### src/rtl/alu_seq_pkg.sv
// alu_seq_pkg: opcodes, FSM states, instruction field positions and width defaults for alu_sequencer
package alu_seq_pkg;
   localparam int DATA_W_DEF = 13;
   localparam int PC_W_DEF   = 8;
   localparam logic [2:0] OP_ADD  = 3'b000;
   localparam logic [2:0] OP_SUB  = 3'b001;
   localparam logic [2:0] OP_ADDI = 3'b010;
   localparam logic [2:0] OP_SUBI = 3'b011;
   localparam logic [2:0] OP_BR   = 3'b100;
   localparam logic [2:0] OP_BEQ  = 3'b101;
   localparam logic [2:0] OP_FADD = 3'b110;
   localparam logic [2:0] OP_FSUB = 3'b111;
   localparam int OP_HI = 15, OP_LO = 13;
   localparam int RD_HI = 12, RD_LO = 10;
   localparam int RS_HI = 9,  RS_LO = 7;
   localparam int RT_HI = 6,  RT_LO = 4;
   localparam int IMM_HI = 6, IMM_LO = 0;
   typedef enum logic [1:0] {IDLE, DECODE, EXEC, WB} state_t;
   function automatic logic writes_reg(input logic [2:0] op);
      case (op)
         OP_ADD, OP_SUB, OP_ADDI, OP_SUBI, OP_FADD, OP_FSUB: return 1'b1;
         default: return 1'b0;
      endcase
   endfunction
endpackage

### src/rtl/alu_seq_regfile.sv
// alu_seq_regfile: NREG x DATA_W register file, R0 hardwired to zero
//   clk/reset          clock, synchronous active-high clear of all registers
//   we/waddr/wdata     synchronous write port
//   raddr_a/rdata_a    asynchronous read port A
//   raddr_b/rdata_b    asynchronous read port B
//   ALU_SEQ_OVERLAP_EN adds a write-first bypass onto both read ports
module alu_seq_regfile
   import alu_seq_pkg::*;
#(
   parameter int DATA_W = DATA_W_DEF,
   parameter int NREG   = 8
) (
   input  logic              clk,
   input  logic              reset,
   input  logic              we,
   input  logic [2:0]        waddr,
   input  logic [DATA_W-1:0] wdata,
   input  logic [2:0]        raddr_a,
   output logic [DATA_W-1:0] rdata_a,
   input  logic [2:0]        raddr_b,
   output logic [DATA_W-1:0] rdata_b
);
   logic [DATA_W-1:0] r_mem [NREG];
   logic [DATA_W-1:0] w_a, w_b;
   always_ff @(posedge clk) begin
      if (reset) begin
         for (int i = 0; i < NREG; i++) r_mem[i] <= '0;
      end else if (we && waddr != 3'd0) begin
         r_mem[waddr] <= wdata;
      end
   end
   assign w_a = (raddr_a == 3'd0) ? '0 : r_mem[raddr_a];
   assign w_b = (raddr_b == 3'd0) ? '0 : r_mem[raddr_b];
`ifdef ALU_SEQ_OVERLAP_EN
   assign rdata_a = (we && waddr == raddr_a && raddr_a != 3'd0) ? wdata : w_a;
   assign rdata_b = (we && waddr == raddr_b && raddr_b != 3'd0) ? wdata : w_b;
`else
   assign rdata_a = w_a;
   assign rdata_b = w_b;
`endif
endmodule

### src/rtl/alu_sequencer.sv
// alu_sequencer: 4-state sequencer issuing instructions to the 13-bit ALU
//   clk/reset                  clock, synchronous active-high reset
//   instr_valid/instr_ready    instruction handshake, instr = {op,rd,rs,rt|imm7}
//   pc                         program counter
//   ALU_Op/ALU_IN1/ALU_IN2     registered ALU request, stable through EXEC and WB
//   ALU_Result/BEQ             ALU response, sampled in WB
//   wb_valid/wb_addr/wb_data   register write pulse in WB
//   busy                       high outside IDLE
//   ALU_SEQ_OVERLAP_EN         accepts the next instruction during WB (3 cycles/instr)
module alu_sequencer
   import alu_seq_pkg::*;
#(
   parameter int DATA_W = DATA_W_DEF,
   parameter int PC_W   = PC_W_DEF,
   parameter int NREG   = 8
) (
   input  logic              clk,
   input  logic              reset,
   input  logic              instr_valid,
   output logic              instr_ready,
   input  logic [15:0]       instr,
   output logic [PC_W-1:0]   pc,
   output logic [2:0]        ALU_Op,
   output logic [DATA_W-1:0] ALU_IN1,
   output logic [DATA_W-1:0] ALU_IN2,
   input  logic [DATA_W-1:0] ALU_Result,
   input  logic              BEQ,
   output logic              wb_valid,
   output logic [2:0]        wb_addr,
   output logic [DATA_W-1:0] wb_data,
   output logic              busy
);
   state_t            r_state, w_next;
   logic [15:0]       r_instr;
   logic [PC_W-1:0]   r_pc;
   logic [2:0]        r_alu_op;
   logic [DATA_W-1:0] r_in1, r_in2;
   logic [2:0]        w_op, w_rd, w_rs, w_rt;
   logic [6:0]        w_imm7;
   logic [DATA_W-1:0] w_sext, w_rda, w_rdb;
   logic              w_hs, w_wb;
   assign w_op   = r_instr[OP_HI:OP_LO];
   assign w_rd   = r_instr[RD_HI:RD_LO];
   assign w_rs   = r_instr[RS_HI:RS_LO];
   assign w_rt   = r_instr[RT_HI:RT_LO];
   assign w_imm7 = r_instr[IMM_HI:IMM_LO];
   assign w_sext = {{(DATA_W-7){w_imm7[6]}}, w_imm7};
   assign w_hs   = instr_valid && instr_ready;
   // BEQ compares R[rd] with R[rs], so port A is steered to rd for that op
   alu_seq_regfile #(.DATA_W(DATA_W), .NREG(NREG)) u_rf (
      .clk     (clk),
      .reset   (reset),
      .we      (w_wb),
      .waddr   (w_rd),
      .wdata   (ALU_Result),
      .raddr_a (w_op == OP_BEQ ? w_rd : w_rs),
      .rdata_a (w_rda),
      .raddr_b (w_op == OP_BEQ ? w_rs : w_rt),
      .rdata_b (w_rdb)
   );
   always_ff @(posedge clk) begin
      if (reset) r_state <= IDLE;
      else       r_state <= w_next;
   end
   // WB only sees a handshake when overlap makes instr_ready high there
   always_comb begin
      w_next = r_state == IDLE   ? (w_hs ? DECODE : IDLE) :
               r_state == DECODE ? EXEC :
               r_state == EXEC   ? WB :
                                   (w_hs ? DECODE : IDLE);
   end
   always_comb begin
`ifdef ALU_SEQ_OVERLAP_EN
      instr_ready = !reset && (r_state == IDLE || r_state == WB);
`else
      instr_ready = !reset && r_state == IDLE;
`endif
      busy     = r_state != IDLE;
      w_wb     = r_state == WB && writes_reg(w_op) && w_rd != 3'd0 && !reset;
      wb_valid = w_wb;
      wb_addr  = w_wb ? w_rd : 3'd0;
      wb_data  = w_wb ? ALU_Result : '0;
   end
   always_ff @(posedge clk) begin
      if (reset) begin
         r_instr  <= '0;
         r_pc     <= '0;
         r_alu_op <= '0;
         r_in1    <= '0;
         r_in2    <= '0;
      end else begin
         if (w_hs) r_instr <= instr;
         if (r_state == DECODE) begin
            r_alu_op <= w_op;
            r_in1    <= w_op == OP_BR ? {{(DATA_W-PC_W){1'b0}}, r_pc} : w_rda;
            r_in2    <= (w_op == OP_BR || w_op == OP_ADDI || w_op == OP_SUBI) ? w_sext : w_rdb;
         end
         if (r_state == WB)
            r_pc <= w_op == OP_BR           ? ALU_Result[PC_W-1:0] :
                    (w_op == OP_BEQ && BEQ) ? r_pc + w_sext[PC_W-1:0] :
                                              r_pc + 1'b1;
      end
   end
   assign pc      = r_pc;
   assign ALU_Op  = r_alu_op;
   assign ALU_IN1 = r_in1;
   assign ALU_IN2 = r_in2;
endmodule
### config.mk
export PLATFORM = sky130hd
export DESIGN_NAME = alu_sequencer
export DESIGN_NICKNAME = d
export VERILOG_FILES = /design/src/rtl/alu_seq_pkg.sv /design/src/rtl/alu_seq_regfile.sv /design/src/rtl/alu_sequencer.sv
export SDC_FILE = /design/constraint.sdc
export NUM_CORES = 1
export LEC_CHECK = 0
export BUFFER_PORTS_ARGS = -buffer_cell sky130_fd_sc_hd__buf_2
export CORE_MARGIN = 3
export CORE_UTILIZATION = 30
export DETAILED_ROUTE_END_ITERATION = 10
export GPL_ROUTABILITY_DRIVEN = 0
export GPL_TIMING_DRIVEN = 0
export PLACE_DENSITY = 0.56
export SYNTH_ARGS = -nofsm -noshare
export SYNTH_HDL_FRONTEND = slang
export SYNTH_SLANG_ARGS = --single-unit
### constraint.sdc
create_clock -name clk -period 2.8 [get_ports clk]
set_input_delay 0.56 -clock clk [delete_from_list [all_inputs] [get_ports clk]]
set_output_delay 0.56 -clock clk [all_outputs]
set_load 0.05 [all_outputs]
==> impl_metrics.tcl, run 1 <==
set metrics [dict create \
    synthMuxAreaShare_pct 15.1 \
    crit_arrival_ns 2.97 \
    p_total_mw 5.22 \
    wirelength_um 22900 \
    grt_use_total_pct 17.0 \
    ys.flop_type "edfxtp_1" \
    seq_area_frac_synth_pct 50.4 \
    drt_iter0_markers 496 \
    layout.nets 842 \
    critPathMaxStageDelay_ns 0.55 \
    rr_worst_depth 8 \
    numPortBuffers 88 \
    cpMostUsedCell "buf_4" \
    cp_data_required_time_ns 3.10 \
    cts_hold_buf 0 \
    synth_top_family_by_area "simple AND/OR/NAND/NOR gates" \
    async_flop_share_pct 0 \
    die_x_um 165 \
    setup.worst_path.start_class "flip-flop" \
    cp.depth 8 \
    cts.path.max_buffers 2 \
    drv_slew 0 \
    drv_cap 0 \
    synth_warnings 0 \
    cts_tree "yes" \
    synthTopCellsByArea "edfxtp_1, dfxtp_1, and2_1, mux2i_1, nand2_1" \
    min_path_cells 3 \
    cts_buffers 17 \
    final.period_utilization_pct 95.3 \
    setup_violations 0 \
    clk_root_buffer_cell "clkbuf_16" \
    synth_cell_types 53 \
    start_util_pct 30.9 \
    yosys_register_bits 146 \
    viasPerCell 4.94 \
    die_y_um 165 \
    core-area_um2 24600 \
    p_per_area_nw_per_um2 568 \
    syn_area_per_cell_um2 11.2 \
    yosys.area.top_type "edfxtp_1" \
    drt-wirelength-per-cell_um 20.2 \
    cts_sinks 146 \
    worst_setup_path_end_kind "flip-flop" \
    fin_setup_tns_ns 0 \
    synth-edff-count 91 \
    fin_crit_ns 2.67 \
    drc 0 \
    synth_top_area_share_pct 35.9 \
    syn_area_um2 7610 \
    synth_compound_area_share_pct 12.4 \
    cts_htree_levels 4 \
    status "finished, final reports clean" \
    drive_above_1_share_pct 23.6 \
    syn_nets 726 \
    syn_inst 681 \
    hpwl_um 16300 \
    grt_max_degree 19 \
    crit_buf_inv 3 \
    syn_to_final_growth_pct 20.9 \
    synthAdderAreaFrac_pct 2.07 \
    synthXorXnorAreaFrac_pct 0.230 \
    clk_pin_slew_ns 0.06 \
    antenna_found_initial 0 \
    fin_skew_ns 0.00780 \
    cp_top_family "multiplexers" \
    first_pass_iters 5 \
    crit_type "reg -> reg" \
    grt_pass1_wl_um 34000 \
    slew_headroom_pct 37.4 \
    rows 57 \
    clk_latency_ns 0.43 \
    yosys.area_share.simple_pct 16.4 \
    fmax_mhz 375 \
    rsz0062_at_grt "no" \
    dr_total_vias 5602 \
    overflow 0 \
    cpMaxStageDelayCell "mux2i_4" \
    worstPathMaxFanout 10 \
    antenna_cells 0 \
    cellLeakagePower_nw 3.83 \
    hold_viol_final 0 \
    path_cells "and3b_1 -> buf_12 -> buf_4 -> mux2i_4 -> buf_4 -> mux4_2 -> mux2i_1 -> o21ai_1" \
    worst_pin_slew_ns 0.939 \
    hold_class "in -> reg" \
    grt_pass1_vias 5504 \
    ir_drop_mv 0.387 \
    ant_nets 0 \
    die_area_um2 27300 \
    ios 89 \
]
[cell type report]
class / instances / area, µm²
Buffer: 39 / 214
Clock buffer: 27 / 523
Clock inverter: 5 / 25.0
Fill cell: 2424 / 15400
Inverter: 14 / 52.6
Multi-Input combinational cell: 480 / 3570
Sequential cell: 146 / 3840
Tap cell: 324 / 405
Timing Repair Buffer: 99 / 559
[per-layer routing]
metal | routed length, µm | vias up | share of wire [%] | track usage [%]
met5 | 0 | - | 0 | 0
met4 | 320 | 0 | 1.4 | 4.31
met3 | 1280 | 22 | 5.6 | 3.77
met2 | 10800 | 174 | 47 | 27.6
met1 | 10500 | 2669 | 46 | 23.2
li1 | - | 2737 | - | -
[timing repair]
action	CTS	global route
endpoints found under the setup margin	58	17
setup buffers	3	7
pin swaps	0	6
gates resized for setup	19	17
[power breakdown]
group,total [mW],internal [mW],leakage (nW),switching (mW)
combinational,0.657,0.222,2.17,0.435
sequential,2.43,2.37,1.39,0.0644
clock,2.14,1.27,0.276,0.861
total,5.22,3.86,3.83,1.36
[cell usage after synthesis (6+ instances only)]
master / count
a21oi_1: 34
a22oi_1: 6
and2_1: 106
and3_1: 9
buf_2: 7
clkbuf_1: 26
dfxtp_1: 55
edfxtp_1: 91
ha_1: 11
inv_1: 13
mux2_2: 19
mux2i_1: 53
mux4_1: 7
mux4_2: 6
nand2_1: 59
nor2_1: 23
nor3_1: 6
o21ai_0: 38
o21ai_1: 10
o221ai_1: 8
o22ai_1: 8
o2bb2ai_1: 13
[path summary, 6_finish.rpt]
check	from	to	slack, ns
setup reg to reg	r_instr[14]	ALU_IN2[7]	0.13
hold / removal	instr[10]	r_instr[10]	0.33
setup / recovery	r_instr[14]	ALU_IN2[7]	0.13
hold reg to reg	ALU_IN2[8]	ALU_IN2[8]	0.47
[flip-flops by register name, indices dropped and copies added, names as in the netlist]
| name | count |
|---|---|
| ALU_IN2 | 13 |
| ALU_Op | 3 |
| u_rf.r_mem | 91 |
| r_instr | 16 |
| r_state | 2 |
| ALU_IN1 | 13 |
| pc | 8 |
[cell families (layout without fill, tap and decap cells)]
kind of cell               after synthesis  count (layout)
AOI/OAI and AO/OA                      148             148
and+or+nand+nor                        229             229
muxes                                   89              89
DFF                                    146             146
buffers and inverters                   55             184
adders and majority gates               12              12
xor gates and xnor gates                 2               2
[metrics by stage]
stage / hold WS, ns / utilization (%) / cell area (µm²) / setup WS [ns] / cells
2_1_floorplan: 0.444 / - / 7610 / 0.131 / 681
3_3_place_gp: 0.455 / 34.4 / 8450 / -1.24 / 1093
3_5_place_dp: 0.460 / 34.4 / 8470 / -0.254 / 1094
4_1_cts: 0.316 / 37.0 / 9090 / 0.0113 / 1127
5_1_grt: 0.327 / 37.4 / 9190 / 0.0263 / 1134
6_report: 0.329 / 37.4 / 9190 / 0.131 / 1134
[cell usage in the layout, fill, tap and decap left out, drive strengths merged, types with 3 or more instances in the layout]
cell / count
buf: 109
and2: 106
edfxtp: 91
nand2: 59
mux2i: 57
clkbuf: 56
dfxtp: 55
o21ai: 48
a21oi: 35
nor2: 23
mux2: 19
inv: 13
o2bb2ai: 13
mux4: 13
ha: 11
and3: 9
o22ai: 8
o221ai: 8
nor3: 6
a22oi: 6
clkinv: 6
nor3b: 6
nor2b: 6
or2: 5
a221oi: 5
a22o: 5
a211oi: 5
a311oi: 4
nand2b: 3
a31oi: 3
o31ai: 3
[tightest hold or removal path, stage by stage]
cell and delay (ns):
buf_2 0.07, nand2_1 0.03, o21ai_0 0.05
Note: power is estimated with default switching activity, not from simulation.
==> run 2, diff against run 1 <==
- SYNTH_HIERARCHICAL: not set -> 1
==> impl_metrics.tcl, run 2 <==
set metrics [dict create \
    cpMaxStageDelayCell "clkbuf_1" \
    cts.path.max_buffers 2 \
    p_per_area_nw_per_um2 580 \
    final_common_cell "and2_1" \
    cts_hold_buf 0 \
    setup_violations 0 \
    placed_cell_area_um2 8690 \
    hold_slack_ns 0.340 \
    core-area_um2 25400 \
    crit_buf_inv 2 \
    start_util_pct 30.9 \
    worstPathMaxFanout 10 \
    synth_top_area_share_pct 34.9 \
    syn_to_final_growth_pct 22.7 \
    p_total_mw 5.58 \
    die_area_um2 28100 \
    ys.flop_type "edfxtp_1" \
    hold_class "in -> reg" \
    ant_nets 0 \
    final_cell_mix "and2_1, edfxtp_1, buf_2" \
    critPathMaxStageDelay_ns 0.60 \
    final.period_utilization_pct 97.6 \
    die_y_um 168 \
    layout.nets 874 \
    top_regs "u_rf/r_mem (91), r_instr (16)" \
    cellLeakagePower_nw 3.73 \
    drv_cap 0 \
    worst_setup_path_end_kind "flip-flop" \
    antenna_found_initial 0 \
    yosys.area.top_type "edfxtp_1" \
    grt_pass1_vias 6003 \
    drt-wirelength-per-cell_um 19.7 \
    grt_use_total_pct 16.3 \
    largest_register "u_rf/r_mem" \
    drv_slew 0 \
    clk_pin_slew_ns 0.06 \
    wirelength_um 23100 \
    fin_crit_ns 2.73 \
    synth_common_cells "and2_1, edfxtp_1, nand2_1, dfxtp_1, mux2i_1" \
    synth_warnings 6 \
    largest_register_ffs 91 \
    drt_iter0_markers 498 \
    synth-edff-count 91 \
    slew_headroom_pct 51.0 \
    ios 89 \
    clk_latency_ns 0.42 \
    cts_sinks 146 \
    setup.worst_path.start_class "flip-flop" \
    hold_viol_final 0 \
    syn_area_per_cell_um2 10.9 \
    rows 58 \
    cts_buffers 17 \
    die_x_um 168 \
    first_pass_iters 5 \
    ir_drop_mv 0.434 \
    drc 0 \
    synth.most_common_cell "and2_1" \
    grt_pass1_wl_um 35300 \
    cts_tree "yes" \
    status "finished, final reports clean" \
    syn_nets 763 \
    fmax_mhz 366 \
    syn_area_um2 7840 \
    numPortBuffers 88 \
    dr_total_vias 5912 \
    antenna_cells 0 \
    yosys_register_bits 146 \
    clk_root_buffer_cell "clkbuf_16" \
    overflow 0 \
    hpwl_um 17000 \
    final_cell_area_um2 9620 \
    cts_htree_levels 4 \
    fin_skew_ns 0.00700 \
    crit_type "reg -> reg" \
    viasPerCell 5.04 \
    grt_max_degree 17 \
    crit_arrival_ns 3.06 \
    drive_above_1_share_pct 29.2 \
    async_flop_share_pct 0 \
    worst_pin_slew_ns 0.734 \
    synthTopCellsByArea "edfxtp_1, dfxtp_1, and2_1, mux2i_1, mux2_2" \
    path_cells "nor2b_4 -> and2_4 -> mux2_2 -> buf_2 -> clkbuf_1 -> a221oi_1 -> a311oi_1 -> a21oi_1 -> a211oi_1" \
    seq_area_frac_synth_pct 48.9 \
    rsz0062_at_grt "yes" \
    cp_top_family "compound AO/OA/AOI/OAI gates" \
    cp_data_required_time_ns 3.13 \
    synth_cell_types 57 \
    syn_inst 718 \
]
[run 2: worst paths after layout]
path | from | endpoint | slack, ns | cells after the start
hold reg to reg | ALU_IN1[11] | ALU_IN1[11] | 0.47 | 2
setup / recovery | r_instr[14] | ALU_IN2[8] | 0.07 | 9
setup reg to reg | r_instr[14] | ALU_IN2[8] | 0.07 | 9
hold / removal | instr[13] | r_instr[13] | 0.34 | 3
[run 2: power breakdown]
group | total (mW) | leakage, nW | switching, mW | internal (mW)
Clock | 2.27 | 0.293 | 0.896 | 1.37
Sequential | 2.44 | 1.39 | 0.0710 | 2.37
Combinational | 0.870 | 2.05 | 0.571 | 0.300
[run 2: worst register-to-register path: cells and delay by family, from the launching register on]
family,cells,cell delay (ns)
AO/OA/AOI/OAI,4,0.93
buffers and inverters,2,0.87
flip-flops,1,0.41
AND/OR/NAND/NOR,2,0.23
multiplexers,1,0.21
[run 2: kinds of logic (layout without fill, tap and decap cells)]
group,count (synthesis),after routing,share of synthesized area [%]
AND/OR/NAND/NOR,271,272,19.6
buffers and inverters,65,188,4.66
XOR/XNOR,5,5,0.559
multiplexers,81,81,10.9
adder cells (fa/ha/maj),12,12,2.01
flip-flops,146,146,48.9
AO/OA/AOI/OAI,138,138,13.4
[run 2: timing repair]
| action | in CTS | in global routing |
|---|---|---|
| cloned | 1 | 1 |
| endpoints found under the setup margin | 228 | 50 |
| pin swaps | 2 | 3 |
| buffers inserted | 2 | 2 |
| resized for setup | 38 | 32 |
[run 2: layout make-up]
class | instances | area, µm²
plain buffers | 54 | 359
clock buffers | 20 | 459
clock inverters | 12 | 130
fillers | 2513 | 15800
inverters | 9 | 33.8
multi-input cells | 508 | 3860
flip-flops and latches | 146 | 3840
well taps | 330 | 413
repair buffers | 93 | 520
[run 2: metrics by stage]
| stage | TNS [ns] | utilization (%) | cells | setup slack, ns |
|---|---|---|---|---|
| finish | 0 | 37.9 | 1172 | 0.0669 |
| global route | -0.0314 | 37.9 | 1172 | -0.0308 |
| floorplan | 0 | - | 718 | 0.00344 |
| detailed placement | -117.72 | 34.2 | 1136 | -0.883 |
| CTS | 0 | 37.2 | 1170 | 0.000945 |
| global placement | -116.65 | 34.2 | 1136 | -0.865 |
[run 2: layer usage]
metal / GRT usage [%] / vias up / share of wire, %
met1: 21.7 / 2865 / 45
met4: 4.73 / 0 / 1.5
met2: 27.6 / 154 / 48
li1: - / 2869 / -
met3: 2.50 / 24 / 5.2
met5: 0 / - / 0
